==> config.mk <==
export PLATFORM = sky130hd
export DESIGN_NAME = regfile_write_queue
export DESIGN_NICKNAME = d
export VERILOG_FILES = /design/src/rtl/regfile_write_queue.sv
export SDC_FILE = /design/constraint.sdc
export NUM_CORES = 1
export LEC_CHECK = 0
export BUFFER_PORTS_ARGS = -buffer_cell sky130_fd_sc_hd__buf_2
export CAP_MARGIN = 25
export CORE_MARGIN = 10
export CORE_UTILIZATION = 60
export CTS_CLUSTER_SIZE = 14
export DETAILED_ROUTE_END_ITERATION = 16
export GPL_TIMING_DRIVEN = 0
export PLACE_DENSITY = 0.8
export SKIP_CTS_REPAIR_TIMING = 1
export SLEW_MARGIN = 20
export SYNTH_ARGS = -nofsm -noshare
export SYNTH_HDL_FRONTEND = slang
export SYNTH_SLANG_ARGS = --single-unit
==> constraint.sdc <==
create_clock -name clk -period 11.1 [get_ports clk]
set_input_delay 0.555 -clock clk [delete_from_list [all_inputs] [get_ports clk]]
set_output_delay 0.555 -clock clk [all_outputs]
set_load 0.005 [all_outputs]
==> src/rtl/regfile_write_queue.sv <==
// Register write-back queue feeding the RegisterFile write port, with a per-register pending-write scoreboard.
// Optional macro WBQ_BYPASS_EN: an accept into an empty, draining queue loads the output stage directly.
module regfile_write_queue #(
    parameter int DEPTH = 4,
    parameter int CNT_W = 3
) (
    input  logic                     clk,
    input  logic                     rst,
    input  logic                     in_valid,
    output logic                     in_ready,
    input  logic [3:0]               in_dst,
    input  logic [15:0]              in_data,
    input  logic                     in_llb,
    input  logic                     in_lhb,
    input  logic                     drain_en,
    output logic [3:0]               DstReg,
    output logic                     WriteReg,
    output logic [15:0]              writedata,
    output logic                     LLB,
    output logic                     LHB,
    input  logic [3:0]               qry_reg1,
    input  logic [3:0]               qry_reg2,
    output logic                     qry_busy1,
    output logic                     qry_busy2,
    output logic [$clog2(DEPTH):0]   count
);

    localparam int PW = $clog2(DEPTH);
    localparam int CW = PW + 1;

    logic [3:0]       fifo_dst_q  [DEPTH];
    logic [15:0]      fifo_data_q [DEPTH];
    logic             fifo_llb_q  [DEPTH];
    logic             fifo_lhb_q  [DEPTH];

    logic [PW-1:0]    head_q, head_d;
    logic [PW-1:0]    tail_q, tail_d;
    logic [CW-1:0]    count_q, count_d;

    logic [3:0]       dst_q, dst_d;
    logic [15:0]      data_q, data_d;
    logic             llb_q, llb_d;
    logic             lhb_q, lhb_d;
    logic             wr_q, wr_d;

    logic [CNT_W-1:0] sb_q [16];
    logic [CNT_W-1:0] sb_d [16];

    logic             in_ready_s;
    logic             accept_s;
    logic             keep_s;
    logic             pop_s;
    logic             bypass_s;
    logic             push_s;
    logic             llb_in_s;

    assign in_ready_s = (count_q < CW'(DEPTH));
    assign accept_s   = in_valid && in_ready_s;
    // R0 is hardwired: such requests are acknowledged but never stored or tracked.
    assign keep_s     = accept_s && (in_dst != 4'd0);
    assign pop_s      = (count_q != {CW{1'b0}}) && drain_en;
`ifdef WBQ_BYPASS_EN
    assign bypass_s   = keep_s && drain_en && (count_q == {CW{1'b0}});
`else
    assign bypass_s   = 1'b0;
`endif
    assign push_s     = keep_s && !bypass_s;
    assign llb_in_s   = in_llb && !in_lhb;

    // Pointer, occupancy and output-stage next state.
    always_comb begin
        head_d  = head_q;
        tail_d  = tail_q;
        count_d = count_q;
        dst_d   = dst_q;
        data_d  = data_q;
        llb_d   = llb_q;
        lhb_d   = lhb_q;
        wr_d    = 1'b0;

        if (push_s) begin
            tail_d = tail_q + PW'(1'b1);
        end else begin
            tail_d = tail_q;
        end

        if (pop_s) begin
            head_d = head_q + PW'(1'b1);
            dst_d  = fifo_dst_q[head_q];
            data_d = fifo_data_q[head_q];
            llb_d  = fifo_llb_q[head_q];
            lhb_d  = fifo_lhb_q[head_q];
            wr_d   = 1'b1;
        end else if (bypass_s) begin
            dst_d  = in_dst;
            data_d = in_data;
            llb_d  = llb_in_s;
            lhb_d  = in_lhb;
            wr_d   = 1'b1;
        end else begin
            wr_d   = 1'b0;
        end

        case ({push_s, pop_s})
            2'b10:   count_d = count_q + CW'(1'b1);
            2'b01:   count_d = count_q - CW'(1'b1);
            default: count_d = count_q;
        endcase
    end

    // Scoreboard: +1 when a write is accepted, -1 when it commits; both together cancel.
    always_comb begin
        for (int i = 0; i < 16; i++) begin
            sb_d[i] = sb_q[i];
            case ({keep_s && (in_dst == 4'(i)), wr_q && (dst_q == 4'(i))})
                2'b10:   sb_d[i] = sb_q[i] + CNT_W'(1'b1);
                2'b01:   sb_d[i] = sb_q[i] - CNT_W'(1'b1);
                default: sb_d[i] = sb_q[i];
            endcase
        end
    end

    // Control, output-stage and scoreboard registers.
    always_ff @(posedge clk or posedge rst) begin
        if (rst) begin
            head_q  <= {PW{1'b0}};
            tail_q  <= {PW{1'b0}};
            count_q <= {CW{1'b0}};
            dst_q   <= 4'd0;
            data_q  <= 16'd0;
            llb_q   <= 1'b0;
            lhb_q   <= 1'b0;
            wr_q    <= 1'b0;
            for (int i = 0; i < 16; i++) begin
                sb_q[i] <= {CNT_W{1'b0}};
            end
        end else begin
            head_q  <= head_d;
            tail_q  <= tail_d;
            count_q <= count_d;
            dst_q   <= dst_d;
            data_q  <= data_d;
            llb_q   <= llb_d;
            lhb_q   <= lhb_d;
            wr_q    <= wr_d;
            for (int i = 0; i < 16; i++) begin
                sb_q[i] <= sb_d[i];
            end
        end
    end

    // FIFO storage, written at the tail on every stored accept.
    always_ff @(posedge clk or posedge rst) begin
        if (rst) begin
            for (int i = 0; i < DEPTH; i++) begin
                fifo_dst_q[i]  <= 4'd0;
                fifo_data_q[i] <= 16'd0;
                fifo_llb_q[i]  <= 1'b0;
                fifo_lhb_q[i]  <= 1'b0;
            end
        end else if (push_s) begin
            fifo_dst_q[tail_q]  <= in_dst;
            fifo_data_q[tail_q] <= in_data;
            fifo_llb_q[tail_q]  <= llb_in_s;
            fifo_lhb_q[tail_q]  <= in_lhb;
        end
    end

    assign in_ready  = in_ready_s;
    assign count     = count_q;
    assign DstReg    = dst_q;
    assign WriteReg  = wr_q;
    assign writedata = data_q;
    assign LLB       = llb_q;
    assign LHB       = lhb_q;
    assign qry_busy1 = (qry_reg1 != 4'd0) && (sb_q[qry_reg1] != {CNT_W{1'b0}});
    assign qry_busy2 = (qry_reg2 != 4'd0) && (sb_q[qry_reg2] != {CNT_W{1'b0}});

endmodule
==> results.md <==
* Die width at 136 um
* Synth cell types at 39
* DR WL/cell at 18.7 um
* Adder-cell share of the synthesized area at 7.08%
* Max frequency at 329 MHz
* H-tree levels at 4
* Final Hold Vio Count at 0
* CTS Sinks at 163
* Run status: finished clean
* Post-route insts no fill at 898
* Clock power frac at 21.4%
* Register area share after synthesis at 50.6%
* Fill cell count at 902
* Switching share of total power at 33.8%
* Chip height at 136 um
* Area Overhead vs Synth at 13.9%
* Vias per cell at 5.65
* Crit path depth at 9
* Skew final at 12.0 ps
* Final Setup Violations at 0
* Maxcap violations at 0
* HPWL after DPL at 12,100 um
* Share of layout cells above drive strength 1 at 31.0%
* Combinational power share at 36.2%
* Initial Util at 61.1%
* Syn nets at 698
* Buffers on Ports at 62
* Ys flop type: dfrtp_1
* Synth area leaders: dfrtp_1 (51%), mux2_2 (12%), mux4_2 (6.7%)
* Total track usage at 19.2%
* Worst setup SP type: register
* Xor and xnor area share after synthesis at 5.55%
* Pint at 1690 uW
* R2R Path Start: count[2]$_DFFE_PP0P_
* First drt pass iteration count at 4
* Final ANT Viol Nets at 0
* Setup tns final at 0 ps
* Initial drt markers at 278
* Mean Syn Cell Area at 12.8 um2
* VDD IR max at 0.155 mV
* Synth top area share at 50.6%
* Least-Margin Pin Slew at 1010 ps
* First-pass GRT wire length at 28,100 um
* Initial antenna violation count at 1
* Critical-path cell list: o31ai_1 > inv_1 > clkbuf_1 > ha_1 > inv_1 > fa_1 > xor2_1 > nor2_1 > xnor2_1
* Leak at 0.00424 uW
* Skew-Pair Late Insertion Delay at 430 ps
* WP buf/inv at 3
* FF-to-FF End: count[2]$_DFFE_PP0P_
* DIE AREA at 18,500 um2
* Minimum clock period at 3040 ps
* Path depth of the worst reg2reg path at 9
* Relative slew slack at 32.1%
* Power Dens Cells at 279 nW/um2
* CP Capture Type: register
* HP Class: input port to asynchronous set/reset pin
* Largest net degree at the start of global routing at 83
* Post-Route WL at 16,800 um
* #FFs+latches synth at 163
* Sw Pwr at 865 uW
* CTS clk-pin slew, worst paths at 60 ps
* CP arrival at 3340 ps
* Part of the cycle the worst path needs at 27.4%
* DP Cell Count at 867
* Layout Nets at 780
* Largest area contributor in the synthesized netlist: dfrtp_1
* Reg2reg setup slack at 8060 ps
* Largest family of logic cells by synthesized area: multiplexers
* CTS tree: built
* Sequential share of power at 42.4%
* Num CTS Buffers at 17
* Required time worst endpoint at 11,410 ps
* Largest delay contributor family on the critical path: compound AO/OA/AOI/OAI gates
* Setup Crit Path Kind: register to register
* Post-synthesis simple-gate area fraction at 10.4%
* Synthesized area at 8050 um2
* Diodes inserted at 0
* Core area at 13,200 um2
* Vias at 5,071
* Clk buf depth at 2
* RSZ-0062 raised after global routing: false
* Final slew viol count at 0
* Grt ovf at 0
* CP max FO at 11
* DRC errors left at 0
* Root buffer cell: clkbuf_16
* CP max-delay cell: o31ai_1
* Ports at 63
* Final estimated routing congestion in global placement at 0.833
* Post-Syn Instances at 628
* Warning count from the yosys run at 0
* Vias in the first global route at 5,549
* CP peak stage delay at 860 ps
* FFs w/ async S/R, synth at 100%
* Area fraction in compound gates after synthesis at 1.91%
* Post-synthesis mux area share at 20.4%
* Number of synthesized flops with an enable pin at 0
* Most frequent CP cell: inv_1
* Rows at 42
==> kinds of logic (layout without fill, tap and decap cells) <==
group           after synthesis  in the layout
fa+ha+maj                    36             36
mux                         123            123
xor+xnor                     51             51
simple gates                172            172
flops                       163            163
compound gates               22             22
buf+inv                      61            155
==> placed cells by master (no fill, tap or decap), drive strengths merged, types with 14 or more instances in the layout <==
cell,n
nor2,29
dfrtp,163
clkbuf,30
inv,44
buf,74
fa,16
xnor2,26
mux2,90
nand2,86
xor2,25
nor3,14
ha,20
mux4,24
==> state kept, by name, summed over array words and instances (netlist names), 3 cells and up <==
register	count
fifo_llb_q	4
fifo_dst_q	16
sb_q	45
writedata	16
fifo_lhb_q	4
fifo_data_q	64
count	3
DstReg	4
==> stage by stage <==
stage | total power, uW | hold slack, ps | util (%) | instance area (um2) | worst slack [ps]
4_1_cts | 2580 | 232 | 69.5 | 9170 | 8090
6_report | 2560 | 221 | 69.5 | 9170 | 8060
3_3_place_gp | 1930 | 453 | 65.1 | 8580 | 4770
5_1_grt | 2720 | 259 | 69.5 | 9170 | 7880
2_1_floorplan | 1740 | 443 | - | 8050 | 6140
3_5_place_dp | 2020 | 457 | 65.3 | 8620 | 8010
==> worst max-delay path by stage <==
stage	from	endpoint
final	count[2]$_DFFE_PP0P_	count[2]$_DFFE_PP0P_
after global routing	count[2]$_DFFE_PP0P_	count[2]$_DFFE_PP0P_
after CTS	count[2]$_DFFE_PP0P_	count[2]$_DFFE_PP0P_
after detailed placement	in_dst[0]	sb_q[8]$_DFFE_PP0P_
after global placement	rst	fifo_data_q[23]$_DFFE_PP0P_
after floorplan	rst	DstReg[0]$_DFFE_PP0P_
==> power by group through the flow <==
stage | logic [uW] | clock network (uW) | registers, uW
floorplan | 710 | 0 | 1030
global placement | 874 | 0 | 1060
detailed placement | 932 | 0 | 1090
CTS | 940 | 553 | 1080
global route | 1030 | 579 | 1120
finish | 925 | 547 | 1090
==> metal layers <==
layer	global-route usage, %	vias up	wire length (um)
met5	0	-	11
met4	5.56	2	239
met3	5.06	21	908
met2	33.2	120	8850
met1	23.3	2601	6780
li1	-	2327	-
==> cell usage after synthesis (all sizes together), types with 4 or more instances <==
cell / count
dfrtp: 163
mux2: 90
nand2: 86
inv: 39
nor2: 29
xnor2: 26
xor2: 25
mux4: 24
ha: 20
fa: 16
nor3: 14
buf: 11
clkbuf: 11
mux2i: 9
nand3: 9
nor4: 9
o21ai: 8
a2111oi: 4
nor2b: 4
==> area by class of cell <==
type	count	area, um2	share of cell area (%)
sequential	163	4080	44.5
clock buffer	19	453	4.94
clock inverter	12	97.6	1.06
tap	176	220	2.40
buffer	22	176	1.92
multi-input combinational	404	3650	39.8
timing repair buffer	63	338	3.68
inverter	39	154	1.68
Power figures use the tool's default switching activity.
